`config.mk`:
```
export PLATFORM = sky130hd
export DESIGN_NAME = link_align_ctrl
export DESIGN_NICKNAME = d
export VERILOG_FILES = /design/src/rtl/link_align_ctrl.sv
export SDC_FILE = /design/constraint.sdc
export NUM_CORES = 1
export LEC_CHECK = 0
export ABC_CLOCK_PERIOD_IN_PS = 2650
export CAP_MARGIN = 20
export CORE_MARGIN = 8
export CORE_UTILIZATION = 35
export DETAILED_ROUTE_END_ITERATION = 6
export MAX_ROUTING_LAYER = met4
export PLACE_DENSITY = 0.66
export SYNTH_ARGS = -nofsm -noshare
export SYNTH_HDL_FRONTEND = slang
export SYNTH_SLANG_ARGS = --single-unit
```
`constraint.sdc`:
```
create_clock -name iSclk -period 2.65 [get_ports iSclk]
set_input_delay 0.6625 -clock iSclk [delete_from_list [all_inputs] [get_ports iSclk]]
set_output_delay 0.6625 -clock iSclk [all_outputs]
set_load 0.02 [all_outputs]
```
`src/rtl/link_align_ctrl.sv`:
```
// Per-lane word-alignment controller for the 4-lane 20-bit PCS receive path.
// Sweeps each aligner's slip offset until the sync word is found, then verifies and holds lock.
module link_align_ctrl #(
  parameter logic [19:0] SYNC_WORD  = 20'hF3C0A,
  parameter logic [15:0] FRAME_LEN  = 16'd1024,
  parameter logic [15:0] WAIT_CYC   = 16'd64,
  parameter logic [3:0]  LOCK_CNT   = 4'd4,
  parameter logic [3:0]  LOSS_CNT   = 4'd3,
  parameter logic [3:0]  MAX_ROUNDS = 4'd4
) (
  input  logic        iSclk,
  input  logic        iRstN,
  input  logic        iResync,
  input  logic [19:0] iD_Link1,
  input  logic [19:0] iD_Link2,
  input  logic [19:0] iD_Link3,
  input  logic [19:0] iD_Link4,
  output logic [2:0]  oSlip1,
  output logic [2:0]  oSlip2,
  output logic [2:0]  oSlip3,
  output logic [2:0]  oSlip4,
  output logic [3:0]  oSlipPulse,
  output logic [3:0]  oLock,
  output logic        oAllLock,
  output logic [3:0]  oFail,
  output logic        oRst
);

  typedef enum logic [1:0] {
    ST_SETTLE,
    ST_SEARCH,
    ST_VERIFY,
    ST_LOCKED
  } state_t;

  state_t      st_q   [4];
  state_t      st_d   [4];
  logic [15:0] cnt_q  [4];
  logic [15:0] cnt_d  [4];
  logic [15:0] fcnt_q [4];
  logic [15:0] fcnt_d [4];
  logic [3:0]  hm_q   [4];
  logic [3:0]  hm_d   [4];
  logic [3:0]  rnd_q  [4];
  logic [3:0]  rnd_d  [4];
  logic [2:0]  slip_q [4];
  logic [2:0]  slip_d [4];
  logic [3:0]  lock_q, lock_d;
  logic [3:0]  fail_q, fail_d;
  logic [3:0]  pulse_q, pulse_d;
  logic        all_lock_q, all_lock_d;
  logic        rst_q, rst_d;
  logic [19:0] link [4];
  logic [3:0]  hit;
  logic [3:0]  slip_ev;

  assign link[0] = iD_Link1;
  assign link[1] = iD_Link2;
  assign link[2] = iD_Link3;
  assign link[3] = iD_Link4;

  always_comb begin
    hit = '0;
    for (int unsigned i = 0; i < 4; i++) begin
      hit[i] = (link[i] == SYNC_WORD);
    end
  end

  always_comb begin
    lock_d  = lock_q;
    fail_d  = fail_q;
    pulse_d = '0;
    slip_ev = '0;
    for (int unsigned i = 0; i < 4; i++) begin
      st_d[i]   = st_q[i];
      cnt_d[i]  = cnt_q[i];
      fcnt_d[i] = fcnt_q[i];
      hm_d[i]   = hm_q[i];
      rnd_d[i]  = rnd_q[i];
      slip_d[i] = slip_q[i];

      case (st_q[i])
        ST_SETTLE: begin
          if (cnt_q[i] == WAIT_CYC - 16'd1) begin
            st_d[i]  = ST_SEARCH;
            cnt_d[i] = '0;
          end else begin
            cnt_d[i] = cnt_q[i] + 16'd1;
          end
        end
        ST_SEARCH: begin
          // A hit on the last window cycle still counts; it beats the slip.
          if (hit[i]) begin
            st_d[i]   = ST_VERIFY;
            fcnt_d[i] = 16'd1;
            hm_d[i]   = '0;
          end else if (cnt_q[i] == FRAME_LEN - 16'd1) begin
            slip_ev[i] = 1'b1;
          end else begin
            cnt_d[i] = cnt_q[i] + 16'd1;
          end
        end
        ST_VERIFY: begin
          fcnt_d[i] = (fcnt_q[i] == FRAME_LEN - 16'd1) ? '0 : fcnt_q[i] + 16'd1;
          if (fcnt_q[i] == '0) begin
            if (hit[i]) begin
              hm_d[i] = hm_q[i] + 4'd1;
              if (hm_q[i] + 4'd1 == LOCK_CNT) begin
                st_d[i]   = ST_LOCKED;
                hm_d[i]   = '0;
                rnd_d[i]  = '0;
                lock_d[i] = 1'b1;
              end
            end else begin
              slip_ev[i] = 1'b1;
            end
          end
        end
        ST_LOCKED: begin
          fcnt_d[i] = (fcnt_q[i] == FRAME_LEN - 16'd1) ? '0 : fcnt_q[i] + 16'd1;
          if (fcnt_q[i] == '0) begin
            if (hit[i]) begin
              hm_d[i] = '0;
            end else if (hm_q[i] + 4'd1 == LOSS_CNT) begin
              st_d[i]   = ST_SEARCH;
              cnt_d[i]  = '0;
              hm_d[i]   = '0;
              lock_d[i] = 1'b0;
            end else begin
              hm_d[i] = hm_q[i] + 4'd1;
            end
          end
        end
        default: st_d[i] = ST_SETTLE;
      endcase

      if (slip_ev[i]) begin
        st_d[i]    = ST_SETTLE;
        cnt_d[i]   = '0;
        pulse_d[i] = 1'b1;
        if (slip_q[i] == 3'd4) begin
          slip_d[i] = '0;
          rnd_d[i]  = (rnd_q[i] == 4'hF) ? 4'hF : rnd_q[i] + 4'd1;
          if (rnd_d[i] >= MAX_ROUNDS) begin
            fail_d[i] = 1'b1;
          end
        end else begin
          slip_d[i] = slip_q[i] + 3'd1;
        end
      end

      // Resync overrides whatever the lane decided this cycle.
      if (iResync) begin
        st_d[i]    = ST_SETTLE;
        cnt_d[i]   = '0;
        fcnt_d[i]  = '0;
        hm_d[i]    = '0;
        rnd_d[i]   = '0;
        slip_d[i]  = '0;
        lock_d[i]  = 1'b0;
        fail_d[i]  = 1'b0;
        pulse_d[i] = (slip_q[i] != 3'd0);
      end
    end
    all_lock_d = &lock_q;
    rst_d      = |pulse_q;
  end

  always_ff @(posedge iSclk or negedge iRstN) begin
    if (!iRstN) begin
      for (int unsigned i = 0; i < 4; i++) begin
        st_q[i]   <= ST_SETTLE;
        cnt_q[i]  <= '0;
        fcnt_q[i] <= '0;
        hm_q[i]   <= '0;
        rnd_q[i]  <= '0;
        slip_q[i] <= '0;
      end
      lock_q     <= '0;
      fail_q     <= '0;
      pulse_q    <= '0;
      all_lock_q <= 1'b0;
      rst_q      <= 1'b0;
    end else begin
      for (int unsigned i = 0; i < 4; i++) begin
        st_q[i]   <= st_d[i];
        cnt_q[i]  <= cnt_d[i];
        fcnt_q[i] <= fcnt_d[i];
        hm_q[i]   <= hm_d[i];
        rnd_q[i]  <= rnd_d[i];
        slip_q[i] <= slip_d[i];
      end
      lock_q     <= lock_d;
      fail_q     <= fail_d;
      pulse_q    <= pulse_d;
      all_lock_q <= all_lock_d;
      rst_q      <= rst_d;
    end
  end

  assign oSlip1     = slip_q[0];
  assign oSlip2     = slip_q[1];
  assign oSlip3     = slip_q[2];
  assign oSlip4     = slip_q[3];
  assign oSlipPulse = pulse_q;
  assign oLock      = lock_q;
  assign oAllLock   = all_lock_q;
  assign oFail      = fail_q;
  assign oRst       = rst_q;

endmodule

```
==> results by group <==
STA
  – Endpoints failing setup: 0
  – Final period util: 97.7%
  – Fin Clk Skew: 0.0121 ns
  – Fin crit period: 2.59 ns
  – Highest clock rate: 386 MHz
  – Setup repair after global routing missed its margin: yes
  – Number of failing hold endpoints at the final stage: 0
  – Headroom to the max-slew limit: 47.6%
  – Count of final max-slew check failures: 0
  – Worst hold-check slack: 0.167 ns
  – Transition time of the tightest slew-check pin: 0.778 ns
  – Final total negative setup slack: 0 ns

Route
  – WL per Instance: 15.5 microns
  – Total via count after detailed routing: 12,100
  – DRT Pass-1 Iters: 5
  – Post-DR vias/cell: 5.52
  – Iteration-0 DRC Markers: 744
  – Residual DRC: 0
  – Remaining antenna violation count after routing: 0
  – Final WL: 34,000 microns

Power and ir drop
  – Total net switching power: 3.14 mW
  – Total leakage power: 6.85 nW
  – Proportion of total power due to net switching: 33.7%
  – Logic gate share of total power: 33.9%
  – Internal power of the cells: 6.18 mW
  – Power density relative to cell area: 580 nW/um^2
  – Worst supply voltage drop on vdd: 0.437 mV
  – Relative contribution of sequential cells to total power: 35.3%
  – Clk network pwr share: 30.8%

Floorplanning
  – Die Ht: 205 microns
  – Starting Density: 35.4%
  – Std-Cell Core Area: 35,400 sq um
  – Row cnt: 69
  – Top Ports: 109
  – Total Die Area: 42,100 sq um
  – Die Wd: 205 microns

Global route
  – Maximum number of pins on one net before global-route repair: 58
  – Tot GR Track Use: 16.3%
  – Number of antenna violations at the first check in global routing: 0
  – Remaining global-route overflow: 0
  – Via count of the first global-routing pass: 11,400
  – Wire length of the first global-routing pass: 56,400 microns

Logic synthesis
  – Synthesized flop and latch total: 194
  – Fraction of registers with async set/reset: 100%
  – Post-Synthesis Mean Instance Area: 8.43 sq um
  – Synth Warn #: 0
  – Most frequent cell after synthesis: dfrtp_1
  – Proportion of synthesized chip area in sequential cells: 38.7%
  – Net count after synthesis: 1,624
  – Leading post-synthesis cells by cell area: dfrtp_1 39%, o21ai_0 5.6%, ha_1 5.4%
  – Count of flip-flops with a built-in enable after synthesis: 0
  – Area share of the leading cell type in the synthesized netlist: 38.7%
  – Dominant register cell in the synthesized netlist: dfrtp_1
  – Unique masters post-synth: 83
  – Synthesized area: 12,500 sq um
  – Most numerous cell types in the synthesized netlist: 194 x dfrtp_1, 165 x nor2_1, 150 x nand2_1
  – Synth area leader: dfrtp_1
  – Mapped Cells: 1,487

Final layout
  – Nets: 1,854
  – Area growth from synthesis to layout: 28.4%
  – Ratio of cells with drive above 1 in the final layout: 15.5%
  – Antenna diodes: 0
  – Fill cell count: 3,403

Critical path
  – Worst-case reg-to-reg path depth: 10
  – Endpoint required time on the critical path: 3.03 ns
  – Arrival time of data at the critical path endpoint: 2.97 ns
  – Launching element type of the critical path: input pin
  – Critical path start-end classification: input pin to flip-flop
  – Setup crit end kind: flip-flop
  – Max Fanout on Critical Path: 5

Job
  – Max Cap Violations: 0

Clocking
  – Clock H-tree levels: 4
  – TritonCTS clock tree: yes
  – Total clock buffers created by CTS: 17
  – Number of buffers between clock root and the deepest sink: 2
  – Clk pin slew, worst setup/hold paths: 0.07 ns
  – Number of sinks driven by the clock tree: 194
  – Clock root buffer: clkbuf_16
  – Insertion delay to the later sink of the worst-skew pair: 0.45 ns

Min path
  – Worst hold path class: input pin to asynchronous set/reset pin

Placed design
  – Half-perimeter wire length after detailed placement: 24,800 microns
  – Final Wtd Congestion: 0.877
  – Port Buf Inserts: 108

Outcome
  – Outcome: complete, no violations
[power groups by stage]
| stage | Combinational (mW) | Sequential (mW) | Clock [mW] |
|---|---|---|---|
| floorplan | 1.79 | 3.33 | 0 |
| global placement | 2.99 | 3.34 | 0 |
| finish | 3.16 | 3.29 | 2.87 |
| detailed placement | 3.04 | 3.35 | 0 |
| global route | 3.48 | 3.32 | 3.06 |
| CTS | 3.06 | 3.29 | 2.93 |
[area by class of cell]
cell class	instances	area, sq um	area share, %
multi-input cells	1178	7460	46.4
flip-flops and latches	194	4860	30.2
repair buffers	266	2330	14.5
well taps	461	577	3.58
clock buffers	20	467	2.90
inverters	60	225	1.40
clock inverters	12	176	1.10
[worst max-delay path: stages]
cell and delay, ns:
clkdlybuf4s50_1 0.46, nor4bb_4 0.30, nand3_2 0.16, or3_4 0.42, a221o_1 0.42, a2111oi_2 0.41, a21o_1 0.13
[logic make-up (layout without fill, tap and decap cells)]
family / count (synthesis) / after routing / share of synthesized area (%)
adder cells (fa/ha/maj): 54 / 54 / 5.39
AND/OR/NAND/NOR: 681 / 681 / 28.4
AO/OA/AOI/OAI: 394 / 394 / 20.1
XOR/XNOR: 24 / 24 / 1.68
flip-flops: 194 / 194 / 38.7
multiplexers: 25 / 25 / 2.10
buffers and inverters: 115 / 358 / 3.52
[per-layer routing]
metal | routed length [microns] | track usage, % | part of all wire (%) | vias to the layer above
met2 | 16300 | 25.9 | 48 | 239
met1 | 16000 | 21.4 | 47 | 5876
met4 | 378 | 3.68 | 1.1 | 0
met5 | 0 | - | 0 | -
met3 | 1330 | 2.93 | 3.9 | 26
li1 | - | - | - | 5956
[flip-flops by register name, summed over array words and instances, names as in the netlist]
register / flops
hm_q: 16
st_q: 8
fcnt_q: 64
oFail: 4
rnd_q: 16
oRst: 1
oSlipPulse: 4
oSlip3: 3
cnt_q: 64
oLock: 4
oSlip4: 3
oSlip2: 3
oAllLock: 1
oSlip1: 3
[layout by cell type (no fill, tap or decap), drive strengths merged, types with 61 or more instances in the layout]
cell type	synthesis	final
a21oi	81	81
buf	9	159
clkdlybuf4s50	0	106
dfrtp	194	194
inv	59	61
nand2	150	150
nand3	70	70
nor2	165	165
nor3	66	66
o21ai	141	141
[final timing paths]
kind / start / endpoint / slack [ns]
worst min register to register: oSlipPulse[0] / oRst / 0.47
max in group asynchronous: iRstN / fcnt_q[6] / 1.74
worst min-delay path: iRstN / cnt_q[52] / 0.17
worst max-delay path: iD_Link2[10] / hm_q[10] / 0.06
worst max register to register: fcnt_q[1] / cnt_q[0] / 0.10
min in group iSclk: oSlipPulse[0] / oRst / 0.47
[per-stage QoR]
step                      std cells  area, sq um  total power [mW]  worst slack [ns]  util [%]
final                          2191        16100              9.33            0.0600      45.5
after global routing           2191        16100              9.85           -0.0426      45.5
after CTS                      2182        15800              9.29            0.0131      44.6
after detailed placement       2150        15100              6.39            -0.506      42.8
after global placement         2150        15100              6.33            -0.393      42.8
after floorplan                1487        12500              5.13            0.0197         -
[timing repair]
action,in CTS,in global routing
gates resized for setup,3,52
buffers inserted,0,9
endpoints found under the setup margin,2,80
hold buffers,0,0
pin swaps,2,17
No activity file was read; power rests on OpenSTA's default activity.
